`src/rtl/vga_pkg.sv`:
```
// Shared constants, arbiter state encoding and address helper for the
// superpixel memory arbiter.
//   SUPERPIX_COLS x SUPERPIX_ROWS superpixels, one DATA_W-bit entry each.
package vga_pkg;

  localparam int unsigned SUPERPIX_COLS = 20;
  localparam int unsigned SUPERPIX_ROWS = 15;
  localparam int unsigned MEM_DEPTH     = SUPERPIX_COLS * SUPERPIX_ROWS;
  localparam int unsigned ADDR_W        = 12;
  localparam int unsigned DATA_W        = 9;

  // ST_ERR is the one-cycle completion slot for an out-of-range CPU op,
  // keeping the FSM out of IDLE while the CPU sees its ack.
  typedef enum logic [2:0] {
    ST_IDLE     = 3'd0,
    ST_RD_ISSUE = 3'd1,
    ST_RD_WAIT  = 3'd2,
    ST_RD_CAP   = 3'd3,
    ST_WR       = 3'd4,
    ST_ERR      = 3'd5
  } arb_state_e;

  function automatic logic addr_in_range(input logic [ADDR_W-1:0] addr,
                                         input int unsigned       depth);
    return 32'(addr) < depth;
  endfunction

endpackage

```
`src/rtl/vga_mem_arbiter_if.sv`:
```
// Bus bundle between the arbiter and its environment (display fetcher,
// CPU port, single-port memory).
//   slave  : arbiter view (requests and mem_rdata in, responses and memory
//            controls out)
//   master : environment view (the mirror image)
interface vga_mem_arbiter_if;
  import vga_pkg::*;

  // display fetcher
  logic              disp_req;
  logic [ADDR_W-1:0] disp_addr;
  logic              disp_valid;
  logic [DATA_W-1:0] disp_data;
  logic              disp_ovr;
  // CPU load/store
  logic              cpu_req;
  logic              cpu_we;
  logic [ADDR_W-1:0] cpu_addr;
  logic [DATA_W-1:0] cpu_wdata;
  logic              cpu_ack;
  logic [DATA_W-1:0] cpu_rdata;
  logic              cpu_err;
  // memory
  logic [ADDR_W-1:0] mem_addr;
  logic              mem_we;
  logic [DATA_W-1:0] mem_wdata;
  logic [DATA_W-1:0] mem_rdata;

  modport slave (
    input  disp_req, disp_addr, cpu_req, cpu_we, cpu_addr, cpu_wdata, mem_rdata,
    output disp_valid, disp_data, disp_ovr, cpu_ack, cpu_rdata, cpu_err,
           mem_addr, mem_we, mem_wdata
  );

  modport master (
    output disp_req, disp_addr, cpu_req, cpu_we, cpu_addr, cpu_wdata, mem_rdata,
    input  disp_valid, disp_data, disp_ovr, cpu_ack, cpu_rdata, cpu_err,
           mem_addr, mem_we, mem_wdata
  );

endinterface

```
`src/rtl/vga_disp_pending.sv`:
```
// Holds one deferred display request raised while the arbiter is busy.
// A second request before issue overwrites the address (newest wins) and
// sets the sticky overrun flag, which only reset clears.
//   clk, reset   : clock, synchronous active-high reset
//   load_i       : capture addr_i as the pending request
//   clear_i      : pending request has been granted
//   addr_i       : display address to capture
//   pend_v_o     : a request is pending
//   pend_addr_o  : pending address
//   disp_ovr_o   : sticky overrun flag
module vga_disp_pending
  import vga_pkg::*;
(
  input  logic              clk,
  input  logic              reset,
  input  logic              load_i,
  input  logic              clear_i,
  input  logic [ADDR_W-1:0] addr_i,
  output logic              pend_v_o,
  output logic [ADDR_W-1:0] pend_addr_o,
  output logic              disp_ovr_o
);

  logic              pend_v_q;
  logic [ADDR_W-1:0] pend_addr_q;
  logic              ovr_q;

  // Load wins over clear; the two never coincide in practice because the
  // arbiter only clears in IDLE and only loads outside IDLE.
  always_ff @(posedge clk) begin
    if (reset) begin
      pend_v_q    <= 1'b0;
      pend_addr_q <= '0;
      ovr_q       <= 1'b0;
    end else if (load_i) begin
      pend_v_q    <= 1'b1;
      pend_addr_q <= addr_i;
      if (pend_v_q) ovr_q <= 1'b1;
    end else if (clear_i) begin
      pend_v_q    <= 1'b0;
    end
  end

  assign pend_v_o    = pend_v_q;
  assign pend_addr_o = pend_addr_q;
  assign disp_ovr_o  = ovr_q;

endmodule

```
`src/rtl/vga_mem_arbiter.sv`:
```
// Arbitrates the single-port superpixel memory between the display fetcher
// (absolute priority) and the CPU load/store port. One memory op in flight,
// all memory controls and responses registered.
//   clk, reset : clock, synchronous active-high reset
//   bus        : vga_mem_arbiter_if.slave (display, CPU and memory signals)
// Parameters: MEM_DEPTH (valid addresses 0..MEM_DEPTH-1), RD_LAT (memory
// read latency in cycles, >= 1).
module vga_mem_arbiter
  import vga_pkg::*;
#(
  parameter int unsigned MEM_DEPTH = vga_pkg::MEM_DEPTH,
  parameter int unsigned RD_LAT    = 1
) (
  input  logic               clk,
  input  logic               reset,
  vga_mem_arbiter_if.slave   bus
);

  localparam int unsigned CNT_W = (RD_LAT > 1) ? $clog2(RD_LAT) : 1;
  localparam logic [CNT_W-1:0] WAIT_INIT = (RD_LAT > 1) ? CNT_W'(RD_LAT - 2) : '0;

  arb_state_e        state_q;
  logic [CNT_W-1:0]  cnt_q;
  logic              owner_disp_q;  // read in flight belongs to the display
  logic              oor_q;         // read in flight is out of range: return 0

  logic              disp_valid_q;
  logic [DATA_W-1:0] disp_data_q;
  logic              cpu_ack_q;
  logic [DATA_W-1:0] cpu_rdata_q;
  logic              cpu_err_q;
  logic [ADDR_W-1:0] mem_addr_q;
  logic              mem_we_q;
  logic [DATA_W-1:0] mem_wdata_q;

  logic              pend_v;
  logic [ADDR_W-1:0] pend_addr;
  logic              disp_ovr;
  logic              in_idle;
  logic              pend_load;
  logic              pend_clear;
  logic              disp_sel;
  logic [ADDR_W-1:0] disp_sel_addr;
  logic [DATA_W-1:0] cap_data;

  assign in_idle       = (state_q == ST_IDLE);
  // A direct disp_req is only granted in IDLE; anywhere else it is deferred.
  assign pend_load     = bus.disp_req && !in_idle;
  assign pend_clear    = in_idle && !bus.disp_req && pend_v;
  assign disp_sel      = bus.disp_req || pend_v;
  assign disp_sel_addr = bus.disp_req ? bus.disp_addr : pend_addr;
  assign cap_data      = oor_q ? '0 : bus.mem_rdata;

  vga_disp_pending u_pending (
    .clk         (clk),
    .reset       (reset),
    .load_i      (pend_load),
    .clear_i     (pend_clear),
    .addr_i      (bus.disp_addr),
    .pend_v_o    (pend_v),
    .pend_addr_o (pend_addr),
    .disp_ovr_o  (disp_ovr)
  );

  // Arbiter FSM with registered memory controls and responses.
  always_ff @(posedge clk) begin
    if (reset) begin
      state_q      <= ST_IDLE;
      cnt_q        <= '0;
      owner_disp_q <= 1'b0;
      oor_q        <= 1'b0;
      disp_valid_q <= 1'b0;
      disp_data_q  <= '0;
      cpu_ack_q    <= 1'b0;
      cpu_rdata_q  <= '0;
      cpu_err_q    <= 1'b0;
      mem_addr_q   <= '0;
      mem_we_q     <= 1'b0;
      mem_wdata_q  <= '0;
    end else begin
      disp_valid_q <= 1'b0;
      cpu_ack_q    <= 1'b0;
      mem_we_q     <= 1'b0;

      unique case (state_q)
        ST_IDLE: begin
          if (disp_sel) begin
            // Out-of-range display reads leave mem_addr untouched and
            // walk the normal read timeline returning zero.
            owner_disp_q <= 1'b1;
            state_q      <= ST_RD_ISSUE;
            if (addr_in_range(disp_sel_addr, MEM_DEPTH)) begin
              mem_addr_q <= disp_sel_addr;
              oor_q      <= 1'b0;
            end else begin
              oor_q      <= 1'b1;
            end
          end else if (bus.cpu_req) begin
            owner_disp_q <= 1'b0;
            if (!addr_in_range(bus.cpu_addr, MEM_DEPTH)) begin
              cpu_ack_q   <= 1'b1;
              cpu_err_q   <= 1'b1;
              cpu_rdata_q <= '0;
              state_q     <= ST_ERR;
            end else if (bus.cpu_we) begin
              mem_addr_q  <= bus.cpu_addr;
              mem_wdata_q <= bus.cpu_wdata;
              mem_we_q    <= 1'b1;
              cpu_ack_q   <= 1'b1;
              cpu_err_q   <= 1'b0;
              state_q     <= ST_WR;
            end else begin
              mem_addr_q  <= bus.cpu_addr;
              oor_q       <= 1'b0;
              state_q     <= ST_RD_ISSUE;
            end
          end
        end

        ST_RD_ISSUE: begin
          if (RD_LAT == 1) begin
            state_q <= ST_RD_CAP;
          end else begin
            cnt_q   <= WAIT_INIT;
            state_q <= ST_RD_WAIT;
          end
        end

        // RD_LAT-1 extra cycles before mem_rdata is valid.
        ST_RD_WAIT: begin
          if (cnt_q == '0) state_q <= ST_RD_CAP;
          else             cnt_q   <= cnt_q - CNT_W'(1);
        end

        ST_RD_CAP: begin
          if (owner_disp_q) begin
            disp_valid_q <= 1'b1;
            disp_data_q  <= cap_data;
          end else begin
            cpu_ack_q    <= 1'b1;
            cpu_rdata_q  <= cap_data;
            cpu_err_q    <= 1'b0;
          end
          state_q <= ST_IDLE;
        end

        ST_WR:   state_q <= ST_IDLE;
        ST_ERR:  state_q <= ST_IDLE;
        default: state_q <= ST_IDLE;
      endcase
    end
  end

  assign bus.disp_valid = disp_valid_q;
  assign bus.disp_data  = disp_data_q;
  assign bus.disp_ovr   = disp_ovr;
  assign bus.cpu_ack    = cpu_ack_q;
  assign bus.cpu_rdata  = cpu_rdata_q;
  assign bus.cpu_err    = cpu_err_q;
  assign bus.mem_addr   = mem_addr_q;
  assign bus.mem_we     = mem_we_q;
  assign bus.mem_wdata  = mem_wdata_q;

endmodule

```
`src/flat_wrapper.sv`:
```
// flat-port wrapper written by rule: the top's interface ports become plain ports
module vga_mem_arbiter_flat import vga_pkg::*;
#(
  parameter int unsigned MEM_DEPTH = vga_pkg::MEM_DEPTH,
  parameter int unsigned RD_LAT    = 1
)
  (clk, reset, bus_disp_req, bus_disp_addr, bus_cpu_req, bus_cpu_we, bus_cpu_addr, bus_cpu_wdata, bus_mem_rdata, bus_disp_valid, bus_disp_data, bus_disp_ovr, bus_cpu_ack, bus_cpu_rdata, bus_cpu_err, bus_mem_addr, bus_mem_we, bus_mem_wdata);
  vga_mem_arbiter_if bus_i ();
  input  logic clk;
  input  logic reset;
  input wire logic [$bits(bus_i.disp_req)-1:0] bus_disp_req;
  input wire logic [$bits(bus_i.disp_addr)-1:0] bus_disp_addr;
  input wire logic [$bits(bus_i.cpu_req)-1:0] bus_cpu_req;
  input wire logic [$bits(bus_i.cpu_we)-1:0] bus_cpu_we;
  input wire logic [$bits(bus_i.cpu_addr)-1:0] bus_cpu_addr;
  input wire logic [$bits(bus_i.cpu_wdata)-1:0] bus_cpu_wdata;
  input wire logic [$bits(bus_i.mem_rdata)-1:0] bus_mem_rdata;
  output wire logic [$bits(bus_i.disp_valid)-1:0] bus_disp_valid;
  output wire logic [$bits(bus_i.disp_data)-1:0] bus_disp_data;
  output wire logic [$bits(bus_i.disp_ovr)-1:0] bus_disp_ovr;
  output wire logic [$bits(bus_i.cpu_ack)-1:0] bus_cpu_ack;
  output wire logic [$bits(bus_i.cpu_rdata)-1:0] bus_cpu_rdata;
  output wire logic [$bits(bus_i.cpu_err)-1:0] bus_cpu_err;
  output wire logic [$bits(bus_i.mem_addr)-1:0] bus_mem_addr;
  output wire logic [$bits(bus_i.mem_we)-1:0] bus_mem_we;
  output wire logic [$bits(bus_i.mem_wdata)-1:0] bus_mem_wdata;
  assign bus_i.disp_req = bus_disp_req;
  assign bus_i.disp_addr = bus_disp_addr;
  assign bus_i.cpu_req = bus_cpu_req;
  assign bus_i.cpu_we = bus_cpu_we;
  assign bus_i.cpu_addr = bus_cpu_addr;
  assign bus_i.cpu_wdata = bus_cpu_wdata;
  assign bus_i.mem_rdata = bus_mem_rdata;
  assign bus_disp_valid = bus_i.disp_valid;
  assign bus_disp_data = bus_i.disp_data;
  assign bus_disp_ovr = bus_i.disp_ovr;
  assign bus_cpu_ack = bus_i.cpu_ack;
  assign bus_cpu_rdata = bus_i.cpu_rdata;
  assign bus_cpu_err = bus_i.cpu_err;
  assign bus_mem_addr = bus_i.mem_addr;
  assign bus_mem_we = bus_i.mem_we;
  assign bus_mem_wdata = bus_i.mem_wdata;
  vga_mem_arbiter #(.MEM_DEPTH(MEM_DEPTH), .RD_LAT(RD_LAT)) u_core (.clk(clk), .reset(reset), .bus(bus_i));
endmodule
```
`config.mk`:
```
export PLATFORM = sky130hd
export DESIGN_NAME = vga_mem_arbiter_flat
export DESIGN_NICKNAME = d
export VERILOG_FILES = /design/src/rtl/vga_pkg.sv /design/src/rtl/vga_mem_arbiter_if.sv /design/src/rtl/vga_disp_pending.sv /design/src/rtl/vga_mem_arbiter.sv /design/src/flat_wrapper.sv
export SDC_FILE = /design/constraint.sdc
export NUM_CORES = 1
export LEC_CHECK = 0
export CAP_MARGIN = 30
export CORE_MARGIN = 1
export CORE_UTILIZATION = 49
export CTS_CLUSTER_SIZE = 28
export DETAILED_ROUTE_END_ITERATION = 12
export PLACE_DENSITY = 0.84
export SYNTH_ARGS = -nofsm -noshare
export SYNTH_HDL_FRONTEND = slang
export SYNTH_HIERARCHICAL = 1
export SYNTH_SLANG_ARGS = --single-unit
```
`constraint.sdc`:
```
create_clock -name clk -period 3.5 [get_ports clk]
set_input_delay 0.875 -clock clk [delete_from_list [all_inputs] [get_ports clk]]
set_output_delay 0.875 -clock clk [all_outputs]
set_load 0.03 [all_outputs]
```
# After elaboration in Yosys (flattened, before gate mapping)
# Cells that the tools add are included.
dict set report word_totals {
  regBits 63
  out_inout_bits 44
  wordCells 97
}
dict set report op_classes {
  add_sub_neg 1
  magnitude_cmp 2
  n_eq_ne 12
  n_mux 40
  bitwise_logic 5
  reduce_logical 22
}
# op count
set op_table {}
lappend op_table {{$mux W12} 5}
lappend op_table {{$mux W9} 5}
lappend op_table {{$lt A12 B9 Y1 const B} 2}
lappend op_table {{$mux W1} 21}
lappend op_table {{$pmux W9 S2} 1}
lappend op_table {{$mux W3} 5}
lappend op_table {{$reduce_and A5 Y1} 3}
lappend op_table {{$ne A2 B2 Y1 const B} 6}
lappend op_table {{$pmux W3 S3} 1}
lappend op_table {{$reduce_and A2 Y1} 4}
lappend op_table {{$reduce_and A4 Y1} 2}
lappend op_table {{$reduce_bool A2 Y1} 4}
lappend op_table {{$eq A3 B2 Y1 const B} 2}
lappend op_table {{$ne A3 B3 Y1 const B} 2}
lappend op_table {{$not A1 Y1} 5}
lappend op_table {{$reduce_or A5 Y1} 1}
lappend op_table {{$pmux W1 S2} 2}
lappend op_table {{$eq A3 B1 Y1 const B} 1}
lappend op_table {{$logic_and A1 B1 Y1} 3}
lappend op_table {{$logic_not A3 Y1} 1}
lappend op_table {{$logic_not A1 Y1} 2}
lappend op_table {{$ne A2 B1 Y1 const B} 1}
lappend op_table {{$reduce_or A2 Y1} 1}
lappend op_table {{$logic_or A1 B1 Y1} 1}
lappend op_table {{$sub A1 B1 Y1 const B} 1}

# Longest topological paths before layout
dict set report logic_depth {
  depth_word 5
  ltp_mapped 8
}

# Modules after synthesis
# The synthesis kept the hierarchy.
# module n_inst cells_per_inst area_per_inst_um2
set by_module_without_submodules {}
lappend by_module_without_submodules {vga_mem_arbiter 1 261 2283.4}
lappend by_module_without_submodules {vga_disp_pending 1 46 505.5}

# Least setup slack after synthesis
# No wires, ideal clock.
dict set report synth_path {
  path_kind {input to register}
  startpoint {input bus_disp_req}
  endpoint {register u_core.mem_addr_q[10], in the netlist u_core/bus.mem_addr[10]}
  setup_time_ns 0.131
  arrival_time_ns 2.381
  path_slack_ns 0.987
  cell_stages 7
  path_buffers 2
  path_cell_list {buf_6 or4_4 a21o_1 a211oi_4 or2_4 buf_8 nor3b_1}
}
dict set report synth_via {
  elab_chain_cells 4
}
# item line_no
set synth_lines {}
lappend synth_lines {{start, declared} flat_wrapper.sv:11} ;# input wire logic [$bits(bus_i.disp_req)-1:0] bus_disp_req;
lappend synth_lines {{$mux W12} vga_mem_arbiter.sv:51} ;# assign disp_sel_addr = bus.disp_req ? bus.disp_addr : pend_addr;
lappend synth_lines {{$lt A12 B9 Y1} vga_pkg.sv:25} ;# return 32'(addr) < depth;
lappend synth_lines {{$ne A2 B2 Y1 (no source line)} -}
lappend synth_lines {{$reduce_and A4 Y1 (no source line)} -}
lappend synth_lines {{end signal, assigned} vga_mem_arbiter.sv:93} ;# mem_addr_q <= disp_sel_addr;
lappend synth_lines {{end signal, assigned} vga_mem_arbiter.sv:106} ;# mem_addr_q <= bus.cpu_addr;
lappend synth_lines {{end signal, assigned} vga_mem_arbiter.sv:113} ;# mem_addr_q <= bus.cpu_addr;
lappend synth_lines {{end, declared} vga_mem_arbiter.sv:32} ;# logic [ADDR_W-1:0] mem_addr_q;
# Parallel ways exist; a longest one is shown, timed or not. The select of a mux whose other input is x is not followed.
# A chain may end at the register's enable or synchronous reset.

# Final worst setup path
dict set report layout_path {
  startpoint {input bus_cpu_req}
  endpoint {register u_core.mem_wdata_q[0], in the netlist u_core/bus.mem_wdata[0]}
}
dict set report layout_via {
  elab_chain_cells 1
}
# item line_no
set layout_lines {}
lappend layout_lines {{start, declared} flat_wrapper.sv:13} ;# input wire logic [$bits(bus_i.cpu_req)-1:0] bus_cpu_req;
lappend layout_lines {{$reduce_and A5 Y1 (no source line)} -}
lappend layout_lines {{end signal, assigned} vga_mem_arbiter.sv:107} ;# mem_wdata_q <= bus.cpu_wdata;
lappend layout_lines {{end, declared} vga_mem_arbiter.sv:34} ;# logic [DATA_W-1:0] mem_wdata_q;
# No other way between the ends.

==> flow_summary.json <==
{
  "top_layer": "met4",
  "hold_slack_ps": 457,
  "hp-class": "reg2reg",
  "whs_path_depth": 2,
  "r2r_start": "u_core/state_q[0]",
  "synthFlopType": "dfxtp_1",
  "criticalPathCategory": "in2reg",
  "clk_pin_slew_ps": 70,
  "hold-path-endpoint": "u_core/bus.disp_data[3]",
  "hp-start": "u_core/bus.disp_data[3]",
  "clock-sinks": 62,
  "grt_first_pass_wirelength_microns": 12100,
  "start_util_pct": 50.6,
  "dieWidth_microns": 77.4,
  "endpoint_kind": "flop",
  "coreArea_sq_mm": 0.00551,
  "crit_buf_inv": 1,
  "place_congestion": 0.833,
  "synth_area_per_cell_sq_um": 9.08,
  "cts_setup_buffers": 0,
  "grt_max_degree": 43,
  "combPwrFrac_pct": 18.6,
  "r2r_end": "u_core/bus.mem_wdata[0]",
  "gr-usage-all-layers_pct": 25.9,
  "post-route-drc-count": 0,
  "arrival_ps": 3100,
  "reg2reg_slack_ps": 1290,
  "cts_buffers": 9,
  "wl_met1_microns": 3010,
  "cpMaxStageDelayCell": "and3_1",
  "synthCells": 307,
  "power_mw": 1.91,
  "clkPwrFrac_pct": 40.4,
  "worstSetupPathDepth": 6,
  "setup_tns_ps": 0,
  "ys_seq_elements": 62,
  "seq_power_share_pct": 41.0,
  "drive_above_1_share_pct": 10.3,
  "finalHoldViolCount": 0,
  "via_per_inst": 5.46,
  "dp_hpwl_microns": 5150,
  "num-nets-final": 441,
  "routedWlPerCell_microns": 15.5,
  "switching_share_pct": 27.5,
  "ir_drop_v": 0.000410,
  "dieArea_sq_mm": 0.00600,
  "num_io_pins": 91,
  "switching_power_mw": 0.524,
  "intPower_mw": 1.38,
  "status": "finished, final reports clean",
  "antenna_found_initial": 0,
  "clock_path_buffers": 2,
  "cpPeakStageDelay_ps": 570,
  "cts_htree_levels": 3,
  "fp.dieH_microns": 77.4,
  "wl_met3_microns": 362,
  "setup_viol": 0,
  "syn2layout_area_growth_pct": 41.0,
  "post-place-ws_ps": 312,
  "num_antenna_cells": 0,
  "slew_headroom_pct": 33.9,
  "synthArstFlopShare_pct": 0,
  "drv_cap": 0,
  "portBuffers": 90,
  "skew_ps": 5.17,
  "cp.required_ps": 3730,
  "drtAntennaViolNets": 0,
  "rsz0062_at_grt": "no",
  "via_count": 2571,
  "synth_fp_nets": 354,
  "cts-root-buf": "clkbuf_8",
  "syn_area_sq_mm": 0.00279,
  "ys_warn_count": 6,
  "critPathTopFamily": "simple AND/OR/NAND/NOR gates",
  "grt_overflow": 0,
  "p_leak_nw": 1.43,
  "crit_path_cell_trace": "clkdlybuf4s50_1, or3b_1, nor4_2, and3_1, mux2i_1, nor2_1",
  "cp_max_fo": 9,
  "row_count": 27,
  "grt_pass1_vias": 2517,
  "synth-edff-count": 0,
  "fin_ws_ps": 630,
  "ys_types": 42,
  "cts_tree": "done",
  "r2r.worst_path.cells": 5,
  "cts-resized-gates": 0,
  "final_common_cell": "clkdlybuf4s50_1",
  "power-per-cell-area_mw_per_mm2": 485,
  "ys_seq_area_share_pct": 44.5,
  "routed_wl_microns": 7320,
  "layout.cells.most_common_list": "89 x clkdlybuf4s50_1, 62 x dfxtp_1, 42 x nor2_1",
  "fmax_ghz": 0.348,
  "min_period_ps": 2870,
  "period_share_pct": 82.0,
  "first_pass_iters": 6,
  "slew_violations": 0,
  "drt-initial-drc-count": 169,
  "wl_met2_microns": 3780,
  "cts_hold_buf": 0,
  "crit_path_start_kind": "input port",
  "clk_latency_ps": 340,
  "tightest_slew_ps": 983
}
-- worst reg2reg max path, delay by kind of cell (launching register included) --
family        cells  cell delay (ps)
mux               1              270
simple gates      4             1470
flops             1              370
-- routing by layer --
metal,GRT usage (%),vias up
li1,-,1248
met2,45.7,85
met3,4.94,14
met5,0,-
met4,12.6,0
met1,29.9,1224
-- flip-flops by register name, indices dropped and copies added, names as in the netlist --
register                      flops
u_core/bus.mem_we                 1
u_core/owner_disp_q               1
u_core/state_q                    3
u_core/oor_q                      1
u_core/bus.cpu_rdata              9
u_core/u_pending/disp_ovr_o       1
u_core/u_pending/pend_v_o         1
u_core/bus.disp_valid             1
u_core/u_pending/pend_addr_o     12
u_core/bus.disp_data              9
u_core/bus.cpu_ack                1
u_core/bus.mem_addr              12
u_core/bus.mem_wdata              9
u_core/bus.cpu_err                1
-- metrics by stage --
stage | cells | area (sq um) | utilization (%)
2_1_floorplan | 307 | 2790 | -
3_3_place_gp | 455 | 3690 | 67.0
3_5_place_dp | 455 | 3690 | 67.0
4_1_cts | 471 | 3930 | 71.4
5_1_grt | 471 | 3930 | 71.4
6_report | 471 | 3930 | 71.4
-- synthesized netlist by cell type (2+ instances only) --
| cell | count | share of area, % |
|---|---|---|
| nor3_1 | 4 | 0.72 |
| dfxtp_1 | 62 | 45 |
| a21o_1 | 6 | 1.6 |
| buf_6 | 2 | 0.81 |
| nor2_1 | 42 | 5.7 |
| inv_1 | 2 | 0.27 |
| mux2_2 | 9 | 3.6 |
| o21ai_2 | 7 | 2.2 |
| mux2i_1 | 30 | 11 |
| clkbuf_1 | 10 | 1.3 |
| a21oi_1 | 26 | 4.7 |
| nor3b_1 | 4 | 1.1 |
| nor2b_1 | 9 | 2.0 |
| buf_2 | 2 | 0.36 |
| o21ai_0 | 24 | 4.3 |
| nand2b_1 | 12 | 2.7 |
| nand2_1 | 22 | 3.0 |
| or3_1 | 2 | 0.45 |
| nand4_1 | 9 | 2.0 |
-- cells by family after synthesis --
family	synth area share, %
flops	44.5
mux	14.4
simple gates	20.1
buf+inv	4.44
compound gates	16.3
xor+xnor	0.314
-- power by group through the flow --
stage,Clock (mW),Combinational (mW),Sequential (mW)
finish,0.771,0.354,0.781
global route,0.816,0.384,0.786
CTS,0.781,0.352,0.780
detailed placement,0,0.347,0.795
global placement,0,0.340,0.795
floorplan,0,0.208,0.815
-- how the worst max path moves through the flow --
stage                             from                       to  slack, ps
after global routing       bus_cpu_req  u_core/bus.mem_wdata[5]        560
after CTS                  bus_cpu_req  u_core/bus.mem_wdata[0]        670
final                      bus_cpu_req  u_core/bus.mem_wdata[0]        630
after global placement     bus_cpu_req  u_core/bus.mem_wdata[7]        440
after floorplan           bus_disp_req  u_core/bus.mem_addr[10]        990
after detailed placement   bus_cpu_req  u_core/bus.mem_wdata[0]        310
-- area by class of cell --
class / instances / area [sq um]
fillers: 460 / 1570
multi-input cells: 225 / 1420
flip-flops and latches: 62 / 1240
repair buffers: 94 / 926
clock buffers: 9 / 124
clock inverters: 7 / 120
well taps: 72 / 90.1
inverters: 2 / 7.51
No activity file was read; power rests on OpenSTA's default activity.
